### src/rtl/uart_tx_arbiter_pkg.sv
// Shared UART constants for the transmit arbiter:
// FSM state encodings and parameter defaults.
package uart_tx_arbiter_pkg;

  localparam logic [1:0] ST_IDLE      = 2'd0;
  localparam logic [1:0] ST_ISSUE     = 2'd1;
  localparam logic [1:0] ST_WAIT_BUSY = 2'd2;
  localparam logic [1:0] ST_WAIT_DONE = 2'd3;

  localparam int DEF_N            = 4;
  localparam int DEF_W            = 32;
  localparam int DEF_BUSY_TIMEOUT = 8;

  function automatic int cnt_width(input int limit);
    return $clog2(limit + 1);
  endfunction

endpackage

### src/rtl/uart_tx_arbiter_rr_pick.sv
// Combinational round-robin pick: first set req bit
// at or after (last+1) mod N, wrapping around.
module rr_pick #(
  parameter int N  = 4,
  parameter int LW = $clog2(N)
) (
  input  logic [N-1:0]  req,
  input  logic [LW-1:0] last,
  output logic [LW-1:0] winner,
  output logic          found
);

  logic [LW-1:0] w_idx;

  // Walk from farthest to nearest so the nearest hit wins.
  always_comb begin
    found  = |req;
    winner = last;
    w_idx  = '0;
    for (int i = N; i >= 1; i--) begin
      w_idx = LW'((int'(last) + i) % N);
      if (req[w_idx]) winner = w_idx;
    end
  end

endmodule

### src/rtl/uart_tx_arbiter.sv
// Round-robin arbiter feeding N requesters into one
// multibyte UART transmitter with a busy-start timeout.
module uart_tx_arbiter
  import uart_tx_arbiter_pkg::*;
#(
  parameter int N            = DEF_N,
  parameter int W            = DEF_W,
  parameter int BUSY_TIMEOUT = DEF_BUSY_TIMEOUT
) (
  input  logic           clk,
  input  logic           rst,
  input  logic [N-1:0]   req,
  input  logic [N*W-1:0] req_data,
  output logic [N-1:0]   ack,
  output logic [W-1:0]   tx_data,
  output logic           tx_req,
  input  logic           tx_ready,
  output logic           busy,
  output logic           timeout_err
);

  localparam int LW = $clog2(N);
  localparam int CW = cnt_width(BUSY_TIMEOUT);
  localparam logic [CW-1:0] CNT_MAX = CW'(BUSY_TIMEOUT);

  logic [1:0]    r_state;
  logic [LW-1:0] r_last;
  logic [CW-1:0] r_cnt;
  logic [N-1:0]  r_ack;
  logic [W-1:0]  r_tx_data;
  logic          r_tx_req;
  logic          r_timeout;

  logic [LW-1:0] w_win;
  logic          w_found;
  logic          w_cnt_hit;

  rr_pick #(
    .N  (N),
    .LW (LW)
  ) u_pick (
    .req    (req),
    .last   (r_last),
    .winner (w_win),
    .found  (w_found)
  );

  assign w_cnt_hit = (int'(r_cnt) + 1) >= BUSY_TIMEOUT;

  always_ff @(posedge clk or posedge rst) begin
    if (rst) begin
      r_state   <= ST_IDLE;
      r_last    <= LW'(N - 1);
      r_cnt     <= '0;
      r_ack     <= '0;
      r_tx_data <= '0;
      r_tx_req  <= 1'b0;
      r_timeout <= 1'b0;
    end else begin
      r_ack    <= '0;
      r_tx_req <= 1'b0;
      unique case (r_state)
        ST_IDLE: begin
          if (tx_ready && w_found) begin
            r_tx_data <= req_data[int'(w_win)*W +: W];
            r_ack     <= N'(1) << w_win;
            r_last    <= w_win;
            r_state   <= ST_ISSUE;
          end
        end
        // Start pulse is registered, so it lands one
        // cycle after the load/ack.
        ST_ISSUE: begin
          r_tx_req <= 1'b1;
          r_cnt    <= '0;
          r_state  <= ST_WAIT_BUSY;
        end
        ST_WAIT_BUSY: begin
          if (!tx_ready) begin
            r_state <= ST_WAIT_DONE;
          end else if (w_cnt_hit) begin
            r_timeout <= 1'b1;
            r_state   <= ST_IDLE;
          end else if (r_cnt != CNT_MAX) begin
            r_cnt <= r_cnt + 1'b1;
          end
        end
        ST_WAIT_DONE: begin
          if (tx_ready) r_state <= ST_IDLE;
        end
        default: r_state <= ST_IDLE;
      endcase
    end
  end

  assign ack         = r_ack;
  assign tx_data     = r_tx_data;
  assign tx_req      = r_tx_req;
  assign busy        = (r_state != ST_IDLE);
  assign timeout_err = r_timeout;

endmodule

### config.mk
export PLATFORM = sky130hd
export DESIGN_NAME = uart_tx_arbiter
export DESIGN_NICKNAME = d
export VERILOG_FILES = /design/src/rtl/uart_tx_arbiter_pkg.sv /design/src/rtl/uart_tx_arbiter_rr_pick.sv /design/src/rtl/uart_tx_arbiter.sv
export SDC_FILE = /design/constraint.sdc
export NUM_CORES = 1
export LEC_CHECK = 0
export BUFFER_PORTS_ARGS = -buffer_cell sky130_fd_sc_hd__buf_2
export CAP_MARGIN = 15
export CORE_MARGIN = 4
export CORE_UTILIZATION = 35
export CTS_BUF_LIST = sky130_fd_sc_hd__clkbuf_16
export CTS_CLUSTER_SIZE = 8
export DETAILED_ROUTE_END_ITERATION = 7
export HOLD_SLACK_MARGIN = 0.15
export PLACE_DENSITY = 0.68
export SKIP_CTS_REPAIR_TIMING = 1
export SYNTH_ARGS = -nofsm -noshare
export SYNTH_HDL_FRONTEND = slang
export SYNTH_HIERARCHICAL = 1
export SYNTH_SLANG_ARGS = --single-unit
### constraint.sdc
create_clock -name clk -period 4.3 [get_ports clk]
set_clock_uncertainty 0.2 [all_clocks]
set_input_delay 0.86 -clock clk [delete_from_list [all_inputs] [get_ports clk]]
set_output_delay 0.86 -clock clk [all_outputs]
set_load 0.02 [all_outputs]
==> reports/metrics.cfg <==
[floorplanning]
die_x_um = 96.00
die_area_um2 = 9215
rows = 31
start_util = 0.3677
design.core.area_um2 = 7370
die_height_um = 96.00
pin_count = 174

[placement]
hpwl_um = 6106
gp_congestion = 0.7933
place_area_um2 = 3613
port-buffer-count = 173

[yosys]
synth-xor-area-share = 0
async_flop_share = 1.000
synth_top_family_by_area = multiplexers
ys.flop_type = dfrtp_1
synth_area_per_cell_um2 = 10.88
synth_area_leaders = dfrtp_1, mux4_2, nand2_1
synth-edff-count = 0
seq_area_frac_synth = 0.4257
muxShareOfSynthArea = 0.2765
postSynthCellCount = 249
syn_area_um2 = 2710
synth_area_leader_cell = dfrtp_1
yosys.area_share.adder = 0.009234
yosysMostFrequentCell = nand2_1
synth-simple-area-share = 0.1893
netlist.area_leader.share = 0.4063
synth_nets = 386
synth_cell_types = 37
synth-compound-area-share = 0.04155
yosys-top-cells-count = nand2_1, dfrtp_1, mux4_2, inv_1, nor2_1
yosys_warnings = 6
ys_seq_elements = 46

[sta]
tns_ns = 0
tightest_slew_ns = 0.9758
drv_slew = 0
rsz0062_at_grt = no
period_share = 0.6571
setup_viol = 0
slew_headroom = 0.3485
clock.fmax_mhz = 353.9
period_needed_ns = 2.826
finalHoldViolCount = 0

[layout]
layout-drive-gt1-share = 0.5191
final_nets = 554
postLayoutCoreUtil = 0.5124
design_area_um2 = 3776
diodes = 0
area_growth_syn_to_layout_pct = 39.34

[critical_path]
worstPathArrival_ns = 2.80
worstRegToRegCells = 7
critPathLaunch = req[2]
cp-end-kind = flip-flop
crit_path_end = tx_data[7]
reg2reg_to = tx_data[7]
crit_fanout = 19
worst_r2r_startpoint = r_last[1]
worst_ep_required_time_ns = 4.27
rrSetupSlack_ns = 1.49
cp-start-kind = primary input
critPathKind = primary input to flip-flop

[global_route]
grt_overflow = 0
grt_pass1_vias = 2538
grt_use_total = 0.1685
grt_pass1_wl_um = 11860
grt_max_degree = 47
antenna_found_initial = 0

[detailed_routing]
wirelength_um = 7875
via_per_inst = 4.917
vias = 2542
drtIter0Drc = 66
drtAntennaViolNets = 0
drcViolationCount = 0
drt_pre_antenna_iters = 4
wire_per_inst_um = 15.23

[power_and_ir_drop]
power_density_nw_per_um2 = 606.2
peakVddDrop_uv = 183.8
p_leak_nw = 2.040

[clocking]
htreeDepth = 2
cts.clk_slew.worst_paths_ns = 0.06
clk_latency_ns = 0.28
cts_root_buffer = clkbuf_16
cts_made_buffers = 5
clock-sinks = 46
clockBufferDepth = 2
cts_tree = done

[status]
outcome = finished, final reports clean

[run]
drv_cap = 0

[hold_path]
hold_class = flip-flop to flip-flop

[cell families after synthesis]
group	count (synthesis)
simple gates	127
flops	46
mux	33
buf+inv	24
compound gates	17
fa+ha+maj	2
[per-layer routing]
metal / vias to the layer above / GRT usage / routed length, µm
met4: 0 / 0.04621 / 70
met5: - / 0 / 0
met3: 4 / 0.04300 / 822
met2: 137 / 0.3002 / 3983
met1: 1193 / 0.2001 / 3000
li1: 1208 / - / -
[flip-flops by register name (all words and copies together) (netlist names)]
| name | cells |
|---|---|
| ack | 4 |
| r_cnt | 4 |
| r_last | 2 |
| r_state | 2 |
| timeout_err | 1 |
| tx_data | 32 |
| tx_req | 1 |
[area by class of cell]
type	instances	area (µm²)
clock buffer	5	125.1
tap	99	123.9
multi-input combinational	179	1414
timing repair buffer	176	888.4
inverter	9	33.78
sequential	46	1154
clock inverter	3	37.54
fill	708	3593
[metrics by stage]
| stage | hold WS [ns] | total power, mW | cells | worst slack (ns) |
|---|---|---|---|---|
| floorplan | 0.2610 | 1.586 | 249 | 1.968 |
| CTS | 0.2741 | 2.321 | 517 | 1.429 |
| global route | 0.2911 | 2.464 | 517 | 1.282 |
| detailed placement | 0.2592 | 1.886 | 509 | 1.133 |
| finish | 0.2679 | 2.289 | 517 | 1.474 |
| global placement | 0.2524 | 1.858 | 509 | 1.212 |
[critical path, stage by stage]
cell	delay (ns)
buf_2	0.12
mux2i_1	0.14
a32oi_1	0.09
nand2_2	0.45
buf_4	0.44
mux4_2	0.55
nand2_1	0.08
nand2_1	0.05
[report_power, final]
| group | total, mW | switching, mW | internal, mW |
|---|---|---|---|
| Combinational | 1.14 | 0.635 | 0.501 |
| Sequential | 0.726 | 0.112 | 0.615 |
| Clock | 0.427 | 0.157 | 0.270 |
| Total | 2.29 | 0.904 | 1.39 |
[placed cells by master (no fill, tap or decap), types with 2 or more instances in the layout]
cell type,n
a21oi_1,3
a31oi_1,2
and3_1,2
buf_2,173
buf_4,3
clkbuf_16,5
dfrtp_1,44
dfstp_2,2
ha_1,2
inv_1,9
mux4_1,5
mux4_2,27
nand2_1,107
nor2_1,6
nor2b_1,2
nor3_1,2
o21ai_0,2
[how the worst min path moves through the flow]
stage                startpoint          end  slack (ns)  cells after the start
CTS                 tx_data[17]  tx_data[17]        0.27                      2
detailed placement   tx_data[8]   tx_data[8]        0.26                      2
global route         tx_data[1]   tx_data[1]        0.29                      2
finish               tx_data[2]   tx_data[2]        0.27                      2
floorplan             r_last[0]    r_last[0]        0.26                      2
global placement    tx_data[13]  tx_data[13]        0.25                      2
Note: power is estimated with default switching activity, not from simulation.
